$ cat src/rtl/bcd_up_counter_if.sv
// Output bundle of one BCD digit stage: the four count bits plus terminal count.
interface bcd_up_counter_if;
   logic Qa;
   logic Qb;
   logic Qc;
   logic Qd;
   logic tc;

   // The counter drives the bundle; a downstream stage or observer reads it.
   modport master (output Qa, Qb, Qc, Qd, tc);
   modport slave  (input  Qa, Qb, Qc, Qd, tc);
endinterface

$ cat src/rtl/bcd_up_counter.sv
// Single decade (BCD) digit counter: counts 0..9 on every clock, wraps to 0,
// and flags terminal count (9) so a following digit stage can be cascaded.
module bcd_up_counter (
   input  logic               clk,
   input  logic               clr,
   bcd_up_counter_if.master   cnt
);

   logic [3:0] count_q;
   logic [3:0] count_d;

   // Next-state: increment below 9; 9 and any illegal code (10..15) go to 0.
   always_comb begin
      count_d = 4'd0;
      if (count_q < 4'd9) begin
         count_d = count_q + 4'd1;
      end
   end

   // All four bits share one clock; clr clears without waiting for an edge.
   always_ff @(posedge clk or negedge clr) begin
      if (!clr) begin
         count_q <= 4'd0;
      end else begin
         count_q <= count_d;
      end
   end

   // Q comes straight from the flops; tc decodes 1001 exactly.
   assign cnt.Qa = count_q[0];
   assign cnt.Qb = count_q[1];
   assign cnt.Qc = count_q[2];
   assign cnt.Qd = count_q[3];
   assign cnt.tc = (count_q == 4'd9);

endmodule

$ cat src/flat_wrapper.sv
// flat-port wrapper written by rule: the top's interface ports become plain ports
module bcd_up_counter_flat 
  (clk, clr, cnt_Qa, cnt_Qb, cnt_Qc, cnt_Qd, cnt_tc);
  bcd_up_counter_if cnt_i ();
  input  logic clk;
  input  logic clr;
  output wire logic [$bits(cnt_i.Qa)-1:0] cnt_Qa;
  output wire logic [$bits(cnt_i.Qb)-1:0] cnt_Qb;
  output wire logic [$bits(cnt_i.Qc)-1:0] cnt_Qc;
  output wire logic [$bits(cnt_i.Qd)-1:0] cnt_Qd;
  output wire logic [$bits(cnt_i.tc)-1:0] cnt_tc;
  assign cnt_Qa = cnt_i.Qa;
  assign cnt_Qb = cnt_i.Qb;
  assign cnt_Qc = cnt_i.Qc;
  assign cnt_Qd = cnt_i.Qd;
  assign cnt_tc = cnt_i.tc;
  bcd_up_counter u_core (.clk(clk), .clr(clr), .cnt(cnt_i));
endmodule
$ cat config.mk
export PLATFORM = sky130hd
export DESIGN_NAME = bcd_up_counter_flat
export DESIGN_NICKNAME = d
export VERILOG_FILES = /design/src/rtl/bcd_up_counter_if.sv /design/src/rtl/bcd_up_counter.sv /design/src/flat_wrapper.sv
export SDC_FILE = /design/constraint.sdc
export NUM_CORES = 1
export LEC_CHECK = 0
export BUFFER_PORTS_ARGS = -buffer_cell sky130_fd_sc_hd__buf_2
export CORE_AREA = 5 5 42 44
export DETAILED_ROUTE_END_ITERATION = 6
export DIE_AREA = 0 0 47 49
export SKIP_CTS_REPAIR_TIMING = 1
export SYNTH_ARGS = -nofsm -noshare
export SYNTH_HDL_FRONTEND = slang
export SYNTH_SLANG_ARGS = --single-unit
$ cat constraint.sdc
create_clock -name clk -period 1 [get_ports clk]
set_input_delay 0.2 -clock clk [delete_from_list [all_inputs] [get_ports clk]]
set_output_delay 0.2 -clock clk [all_outputs]
set_load 0.05 [all_outputs]
Yosys cells after proc, flatten, opt, wreduce, memory -nomap -nowiden
Cells that the tools add are included.

operators by class
  equality and inequality tests = 1
  magnitude comparators = 1
  muxes and demuxes = 1
  add/sub/neg operators = 1

operator list
  kind                                                count
  adder 4 x 1 -> 4 bit (second input constant)        1
  == test 4 bit (second input constant)               1
  less-than comparator 4 bit (second input constant)  1
  two-way mux 4 bit                                   1

storage, ports and cells
  flip-flop bits (word level) = 4
  input port bits = 2
  logic and storage cells = 5
  output and inout port bits = 5

Depth between registers and ports, before layout
  word-level depth = 2
  mapped depth = 4
  depth with buffers taken out = 4

Worst setup path after synthesis
Ideal clock, no wire load.

  path type = reg2out
  start = register u_core.count_q[1]
  end = output port cnt_tc
  cell stages (with the launch flop) = 4
  slack = -548 ps
  data arrival time = 1348 ps
  buffers on the path = 0
  cells stage by stage = dfrtp_1 inv_1 ha_1 and3b_1

on the way
  word-level cells in the longest chain between the ends = 1

ends and longest elaborated chain
  item                      line                  RTL
  start: declaration        bcd_up_counter.sv:9   logic [3:0] count_q;
  start signal: assignment  bcd_up_counter.sv:25  count_q <= count_d;
  == test 4 bit             bcd_up_counter.sv:34  assign cnt.tc = (count_q == 4'd9);
  end: declaration          flat_wrapper.sv:11    output wire logic [$bits(cnt_i.tc)-1:0] cnt_tc;

No other way between the ends.

Worst setup path in the final report
  start = register u_core.count_q[0]
  end = output port cnt_tc

Same word-level chain as after synthesis.

==> results_dict.tcl <==
set metrics [dict create \
    status "complete, but fails checks" \
    violations "setup timing" \
    cts.sinks 4 \
    slew_headroom 0.891 \
    nNetsFinal 47 \
    finalSetupViolations 9 \
    synth_area_leaders "dfrtp_1 43%, ha_1 16%, nand2b_4 12%, o31ai_2 5.4%, and3b_1 3.8%" \
    drv_slew 0 \
    multi_input_area_sq_um 159 \
    end_kind "output port" \
    die_w_microns 47 \
    clk_latency_ns 0.24 \
    gp_congestion 0.774 \
    power_density_nw_per_um2 784 \
    p_leak_nw 0.219 \
    vias 218 \
    hold_violations 0 \
    grtUsageTotal 0.0467 \
    cts_tree "done" \
    layout_setup_ws_ns -0.356 \
    drc 0 \
    critPathKind "register to output port" \
    nFillCells 150 \
    yosysSeqAreaShare 0.430 \
    cap_violations 0 \
    dr_wl_met2_microns 234 \
    slowest_stage "dfrtp_2" \
    drtIter0Drc 1 \
    drive_gt1_frac 0.805 \
    dr.pass1.iters 3 \
    wl_met3_microns 74 \
    grt_pass1_vias 180 \
    top_register "u_core.count_q" \
    grt_antenna_before_repair 0 \
    seq_area_sq_um 104 \
    overflow 0 \
    synth_area_sq_um 233 \
    pin_count 7 \
    setup_tns_ns -1.50 \
    fin_crit_ns 1.36 \
    post-route-period-util 1.36 \
    final_cell_area_sq_um 499 \
    cp_slowest_stage_delay_ns 0.42 \
    clockRootBuffer "clkbuf_4" \
    arrival_ns 1.16 \
    layout_commonest_cell "buf_4" \
    fp.coreArea_sq_um 1400 \
    cts.clk_slew.worst_paths_ns 0.04 \
    start_util 0.166 \
    drt-met1-wl_microns 231 \
    fin_skew_ns 0.00445 \
    min_path_type "input port to asynchronous set/reset pin" \
    cts_max_level 1 \
    syn2layout_area_growth_pct 115 \
    antenna_cells 0 \
    dp_hpwl_microns 367 \
    syn_area_per_cell_sq_um 12.2 \
    required_ns 0.80 \
    layout_common_cells "8 x buf_4, 4 x buf_8, 4 x buf_6" \
    core.rowCount 14 \
    ant_nets 0 \
    crit_path_start_kind "register" \
    placed_cell_area_sq_um 325 \
    yosysWarnings 0 \
    syn_inst 19 \
    ys_ff_latch 4 \
    reg_top3 "u_core.count_q x4" \
    rsz0062_at_grt "true" \
    vias_per_cell 3.82 \
    wl_per_cell_microns 9.67 \
    path_max_fanout 2 \
    largest_reg_flops 4 \
    clock.fmax_mhz 738 \
    synth.distinct_cells 12 \
    netlist.area_leader.share 0.430 \
    grt_max_degree 7 \
    ctsLongestPathBuffers 2 \
    die-area_sq_um 2300 \
    synthesis.nets 24 \
    dp_cells 46 \
    final_cells 57 \
    grt_pass1_wl_microns 683 \
    cts_buffers 3 \
    portBuffers 6 \
    path_cells "ha_4 > and3b_2 > buf_8" \
    topRoutingLayerUsed "met4" \
    fp.dieH_microns 49 \
    wirelength_microns 551 \
    synth_top_area_cell "dfrtp_1" \
    ir_drop_mv 0.731 \
    worstMarginPinSlew_ns 0.163 \
]
## synth_stat cells
master,instances
inv_1,2
nor2b_1,1
nand2b_4,2
and3b_1,1
a21boi_1,1
dfrtp_1,4
o31ai_2,1
a21oi_1,1
o22ai_1,1
ha_1,3
nand2b_1,1
nand3b_1,1
## final timing paths
path | from | to | slack, ns | cells after the start
max | u_core.count_q[0] | cnt_tc | -0.36 | 3
min | clr | u_core.count_q[0] | 0.30 | 2
max reg2reg | u_core.count_q[0] | u_core.count_q[1] | -0.18 | 5
min reg2reg | u_core.count_q[3] | u_core.count_q[1] | 0.66 | 3
max in group asynchronous | clr | u_core.count_q[3] | 0.56 | 2
min in group clk | u_core.count_q[3] | u_core.count_q[1] | 0.66 | 3
## per-layer routing
metal	vias up	GRT usage
li1	109	-
met1	97	0.0535
met2	10	0.0475
met3	2	0.0554
met4	0	0.0276
met5	-	0
## kinds of logic (layout without fill, tap and decap cells)
| logic type | count (synthesis) | count (layout) | share of synthesized area |
|---|---|---|---|
| AOI/OAI and AO/OA | 4 | 4 | 0.134 |
| adders and majority gates | 3 | 3 | 0.161 |
| DFF | 4 | 4 | 0.430 |
| and+or+nand+nor | 6 | 6 | 0.242 |
| buffers and inverters | 2 | 24 | 0.0323 |
## stage by stage
step / power (mW) / setup WS [ns] / hold slack [ns] / utilization
final: 0.391 / -0.356 / 0.304 / 0.356
after global routing: 0.418 / -0.399 / 0.301 / 0.356
after CTS: 0.395 / -0.486 / -0.246 / 0.251
after detailed placement: 0.169 / -0.227 / 0.00872 / 0.232
after global placement: 0.169 / -0.202 / 0.00948 / 0.232
after floorplan: 0.165 / -0.292 / -0.0956 / -
## layout make-up
cell class / instances / share of cell area
repair buffers: 18 / 0.361
multi-input cells: 13 / 0.318
flip-flops and latches: 4 / 0.208
clock buffers: 4 / 0.0526
well taps: 16 / 0.0401
inverters: 2 / 0.0201
## power breakdown
part / total [mW] / internal [mW] / switching [mW]
Clock: 0.221 / 0.150 / 0.0711
Combinational: 0.00755 / 0.00398 / 0.00357
Sequential: 0.163 / 0.163 / 0
## worst max-delay path, delay by kind of cell (launching register included)
kind	cells	cell delay, ns
flops	1	0.42
fa+ha+maj	1	0.16
buf+inv	1	0.15
simple gates	1	0.20
(Power assumes the default switching activity.)
